==> src/rtl/mux_rr_arbiter.sv <==
// mux_rr_arbiter
//   Round-robin owner arbitration in front of one shared 8-input, DW-bit word
//   selector. A granted requester owns the datapath for a burst of up to
//   MAX_BURST beats. Its words are forwarded through a registered output stage.
//
// Ports
//   clk, rst   : clock, asynchronous active-high reset
//   req[7:0]   : request / continue-burst per requester
//   last[7:0]  : current beat of requester i is its final one
//   din        : packed words, requester i at din[i*DW +: DW]
//   ready      : downstream accepts a beat this cycle
//   gnt[7:0]   : one-hot grant to the current owner (zero when idle)
//   sel[2:0]   : binary index of the current/last owner
//   dout       : registered word from the owner
//   dout_valid : dout carries a new beat this cycle
//   busy       : arbiter is in the GRANT state
module mux_rr_arbiter #(
    parameter int DW        = 14,
    parameter int MAX_BURST = 4
) (
    input  logic            clk,
    input  logic            rst,
    input  logic [7:0]      req,
    input  logic [7:0]      last,
    input  logic [8*DW-1:0] din,
    input  logic            ready,
    output logic [7:0]      gnt,
    output logic [2:0]      sel,
    output logic [DW-1:0]   dout,
    output logic            dout_valid,
    output logic            busy
);

    typedef enum logic {IDLE, GRANT} state_t;

    state_t        state, state_n;
    logic [2:0]    ptr, ptr_n;
    logic [2:0]    owner, owner_n;
    logic [3:0]    beat_cnt, cnt_n;
    logic [DW-1:0] dout_n;
    logic          dv_n;

    // Rotate req so bit 0 corresponds to ptr; the lowest set bit of the
    // rotated vector is then the first requester in circular order.
    logic [15:0] req_dbl;
    logic [7:0]  req_rot;
    logic [2:0]  pick_off;
    logic [2:0]  pick;

    assign req_dbl = {req, req} >> ptr;
    assign req_rot = req_dbl[7:0];

    always_comb begin
        pick_off = 3'd0;
        for (int k = 7; k >= 0; k--) begin
            if (req_rot[k]) pick_off = 3'(k);
        end
    end

    assign pick = ptr + pick_off;  // 3-bit add wraps 7 -> 0

    logic          beat;
    logic          release_now;
    logic [DW-1:0] owner_word;

    assign owner_word  = din[owner*DW +: DW];
    assign beat        = (state == GRANT) && req[owner] && ready;
    // Last-flag and burst cap landing on the same beat are one release.
    assign release_now = (state == GRANT) &&
                         (!req[owner] ||
                          (beat && (last[owner] || beat_cnt == 4'(MAX_BURST - 1))));

    always_ff @(posedge clk or posedge rst) begin
        if (rst) begin
            state      <= IDLE;
            ptr        <= 3'd0;
            owner      <= 3'd0;
            beat_cnt   <= 4'd0;
            dout       <= '0;
            dout_valid <= 1'b0;
        end else begin
            state      <= state_n;
            ptr        <= ptr_n;
            owner      <= owner_n;
            beat_cnt   <= cnt_n;
            dout       <= dout_n;
            dout_valid <= dv_n;
        end
    end

    always_comb begin
        state_n = state;
        ptr_n   = ptr;
        owner_n = owner;
        cnt_n   = beat_cnt;
        dout_n  = dout;
        dv_n    = 1'b0;
        case (state)
            IDLE: begin
                // Arbitration bubble: no beat moves in this cycle.
                if (req != 8'd0) begin
                    state_n = GRANT;
                    owner_n = pick;
                    cnt_n   = 4'd0;
                end
            end
            GRANT: begin
                if (beat) begin
                    dout_n = owner_word;
                    dv_n   = 1'b1;
                    cnt_n  = beat_cnt + 4'd1;
                end
                if (release_now) begin
                    state_n = IDLE;
                    ptr_n   = owner + 3'd1;
                end
            end
            default: state_n = IDLE;
        endcase
    end

    // sel keeps the last owner after release; gnt/busy follow the state.
    assign busy = (state == GRANT);
    assign sel  = owner;
    assign gnt  = busy ? (8'd1 << owner) : 8'd0;

endmodule
==> config.mk <==
export PLATFORM = sky130hd
export DESIGN_NAME = mux_rr_arbiter
export DESIGN_NICKNAME = d
export VERILOG_FILES = /design/src/rtl/mux_rr_arbiter.sv
export SDC_FILE = /design/constraint.sdc
export NUM_CORES = 1
export LEC_CHECK = 0
export BUFFER_PORTS_ARGS = -buffer_cell sky130_fd_sc_hd__buf_2
export CAP_MARGIN = 20
export CORE_UTILIZATION = 44
export DETAILED_ROUTE_END_ITERATION = 16
export PLACE_DENSITY_LB_ADDON = 0.2
export REMOVE_ABC_BUFFERS = 1
export SYNTH_ARGS = -nofsm -noshare
export SYNTH_HDL_FRONTEND = slang
export SYNTH_SLANG_ARGS = --single-unit
==> constraint.sdc <==
create_clock -name clk -period 3.05 [get_ports clk]
set_input_delay 0.4575 -clock clk [delete_from_list [all_inputs] [get_ports clk]]
set_output_delay 0.4575 -clock clk [all_outputs]
set_load 0.005 [all_outputs]
==> results <==
- The number of inserted diodes is 0.
- The critical path arrival is 2.94 ns.
- Dividing the detail-routed via count by the number of cells gives 5.65.
- The cell with the biggest individual delay on the critical path is sky130_fd_sc_hd__dfrtp_1.
- Timing would allow up to 360 MHz.
- For the worst setup path, the data required time is 3.21 ns.
- Of the total power, the clock network draws 7.8%.
- In this run the critical register-to-register path is launched from ptr[0].
- In this run, post-CTS hold repair placed 0 buffers.
- Sequential cells burn 24.3% of the power.
- The core footprint is 5610 sq um.
- The first global-routing pass estimated 12.6 mm of wire.
- The flop and latch count out of synthesis is 26.
- In this run the cell area measured after placement is 3420 sq um.
- TritonCTS built the clock tree.
- The logic depth of the worst register-to-register path is 11.
- The terminus of the critical flop-to-flop path is sel[2].
- From synthesis to final layout, the design area changed by 33.4%.
- The class of the most critical hold timing path is input port to async pin.
- The number of global-route vias before repair is 2827.
- The net load switching power is 1.27 mW.
- The final-report hold violation count came to 0.
- Counting both buffers and inverters, the worst setup path holds a total of 2.
- The clock transition at the register clock pins on the worst setup and hold paths after CTS is 0.10 ns.
- CTS built an H-tree with a depth of 1.
- Per report_power, the combinational group accounts for 68.0% of the total.
- The area of the mapped netlist is 2610 sq um.
- The overall fraction of global-route tracks in use is 25.9%.
- Once the floorplan was initialized, standard cells occupied 46.5% of the core.
- The critical path goes through buf_4 -> mux4_2 -> o21ai_0 -> a221o_1 -> o21ai_1 -> ha_1 -> inv_1 -> fa_1 -> xnor2_1 -> nor4_1 -> o31ai_1.
- The most used flip-flop cell after synthesis is sky130_fd_sc_hd__dfrtp_1.
- In this run the power density over the cells is 837 nW/um^2.
- The count of flip-flops with a built-in enable after synthesis is 0.
- The later-pin clock latency in the skew report is 0.28 ns.
- Across the routed clock network, the largest skew measured is 0.0124 ns.
- The end point of the critical path is sel[2].
- The routability congestion estimate from global placement is 0.862.
- In the final routed layout, each cell accounts on average for 16.0 um.
- The clock root buffer master is sky130_fd_sc_hd__clkbuf_8.
- The leakage dissipation is 1.67 nW.
- For the pin with the worst max-slew slack, the measured transition is 0.640 ns.
- The run finished with clean final reports.
- The count of fill cells added during filler insertion is 516.
- For this run, global-route usage on met1 was measured as 31.0%.
- The post-route fraction of the period consumed by the critical path is 91.1%.
- The tool flagged a number of max-cap violations equal to 0.
- The slack of the worst reg-to-reg path is 0.27 ns.
- Counting buffers and inverters, the worst setup path is 11 cells deep.
- Global routing finished with a remaining overflow of 0.
- The maximum number of pins on one net before global-route repair is 35.
- In this run the count of I/O pins placed on the die edge is 158.
- The met3 capacity usage during global routing is 5.17%.
- The sum of net half-perimeters after detailed placement is 6.07 mm.
- Clock tree synthesis found a total of 26 sinks.
- Gates resized during post-CTS repair numbered 0.
- The post-synthesis sequential area ratio is 24.9%.
- The die footprint is 6240 sq um.
- The die is 79 um tall.
- After synthesis, the share of flip-flops with an asynchronous set or reset is 100%.
- The ratio of cells with drive above 1 in the final layout is 53.2%.
- The number of buffers on the longest clock path is 2.
- The kind of launch point of the worst setup path is a flop.
- Detailed routing inserted a total of 2688 vias.
- In this run the worst path has a maximum fanout of 10.
- The first routing iteration left 180 violations.
- For this run, design rule violations remaining after detail routing come to 0.
- Once detail routing completed, the nets flagged for antenna violations numbered 0.
- The total of buffers placed on input and output ports is 157.
- The endpoint type of the worst setup path is a flop.
- The die is 79 um wide.
- The finished cells cover 3480 sq um.
- The critical path starts at ptr[0].
- The global routing usage on met2 is 45.4%.
- The number of clock buffers added by TritonCTS is 3.
- Synthesis produced 256 cells.
- The largest single stage delay on the critical path is 0.46 ns.
- The number of nets in the layout is 545.
- The startpoint-to-endpoint class of the critical path is flop to flop.
- The total detailed-routing wirelength is 7.63 mm.
- The worst voltage drop across the vdd grid is 0.000632 V.
- The smallest clock period supported by the final layout is computed as 2.78 ns.
- Net switching is 43.5% of the power.
- In this run the core area contains 27 standard-cell rows.
- The global routing stage identified its most utilized layer as met2.
- A synthesized cell averages 10.2 sq um.
- After clock tree synthesis, the setup repair step added 0 buffers.
- The final max-slew violation count is 0.
- The dominant delay contributor by cell family on the critical path is compound AO/OA/AOI/OAI gates.
- The internal power summed over all cells is 1.64 mW.
- The total iterations of the first detailed-routing run is 4.
- Total power for the finished layout comes to 2.91 mW.
- The tightest slew margin relative to the limit is 57.3%.
- Setup repair after global routing left no endpoint under its margin.
- Counting distinct cell types in the post-synthesis netlist gives 53.
- The number of setup violations in the final report is 0.
- The count of synthesis-stage warnings from yosys is 0.
- The number of antenna violations at the first check in global routing came to 0.
[layer usage]
metal  up-vias  routed length, um
met3        21                556
met1      1267               2930
met5         -                  0
met4         0                201
li1       1268                  -
met2       132               3950
[Yosys cell counts, drive strengths merged, types with 2 or more instances]
cell    number  area (sq um)
mux2i        2          20.0
nand2       43           164
nor3         5          25.0
dfrtp       26           651
clkbuf       6          22.5
mux4        34           773
a21oi        9          45.0
a31oi       16           100
inv         11          41.3
buf         16           121
mux2         5          63.8
nand2b       3          18.8
nor2b        2          12.5
a211oi       2          15.0
o21ai       11          58.8
nand3        4          20.0
and2         5          31.3
and3         5          31.3
o22ai        2          26.3
ha           8           100
nor4         3          18.8
nand4        2          12.5
nor2        17          66.3
[through the flow]
stage,utilization (%),hold slack [ns],worst slack (ns),cells,TNS (ns)
after floorplan,-,0.446,-2.01,234,-33.82
after CTS,62.0,0.286,0.275,476,0
after global routing,62.0,0.305,0.0912,476,0
final,62.0,0.251,0.270,476,0
after detailed placement,61.1,0.467,0.170,472,0
after global placement,61.1,0.469,0.334,472,0
[registers in the layout, summed over array words and instances, names as in the netlist]
signal,count
dout_valid,1
sel,3
dout,14
beat_cnt,4
ptr,3
busy,1
[logic make-up (layout without fill, tap and decap cells)]
| logic type | after synthesis | count (layout) | share of synthesized area (%) |
|---|---|---|---|
| adder cells (fa/ha/maj) | 9 | 9 | 4.60 |
| XOR/XNOR | 1 | 1 | 0.336 |
| multiplexers | 41 | 41 | 32.9 |
| AND/OR/NAND/NOR | 93 | 93 | 16.6 |
| AO/OA/AOI/OAI | 52 | 52 | 13.4 |
| flip-flops | 26 | 26 | 24.9 |
| buffers and inverters | 34 | 182 | 7.24 |
[cell usage in the layout (no fill, tap or decap), drive strengths merged, types with 8 or more instances in the layout]
| cell | synthesis | layout |
|---|---|---|
| inv | 11 | 11 |
| a21oi | 9 | 9 |
| a31oi | 16 | 16 |
| dfrtp | 26 | 26 |
| o21ai | 11 | 11 |
| buf | 16 | 166 |
| ha | 8 | 8 |
| nor2 | 17 | 17 |
| nand2 | 43 | 43 |
| mux4 | 34 | 34 |
[cell type report]
type	instances	area, sq um	area share (%)
Inverter	12	45.0	1.29
Sequential cell	26	652	18.7
Multi-Input combinational cell	196	1780	51.3
Timing Repair Buffer	166	853	24.5
Clock buffer	4	55.1	1.58
Tap cell	72	90.1	2.59
[power by group through the flow]
stage          sequential [mW]  combinational [mW]  clock, mW
3_3_place_gp             0.713                1.96          0
4_1_cts                  0.710                2.00      0.228
6_report                 0.707                1.98      0.226
2_1_floorplan            0.842                1.21          0
5_1_grt                  0.743                2.19      0.244
3_5_place_dp             0.717                2.00          0
[how the worst min path moves through the flow]
| stage | start | end | depth (start not counted) |
|---|---|---|---|
| 2_1_floorplan | beat_cnt[3] | beat_cnt[3] | 1 |
| 3_3_place_gp | beat_cnt[3] | beat_cnt[3] | 1 |
| 3_5_place_dp | beat_cnt[3] | beat_cnt[3] | 1 |
| 4_1_cts | rst | dout[13] | 2 |
| 5_1_grt | rst | dout[13] | 2 |
| 6_report | rst | dout[13] | 2 |
(Power assumes the default switching activity.)
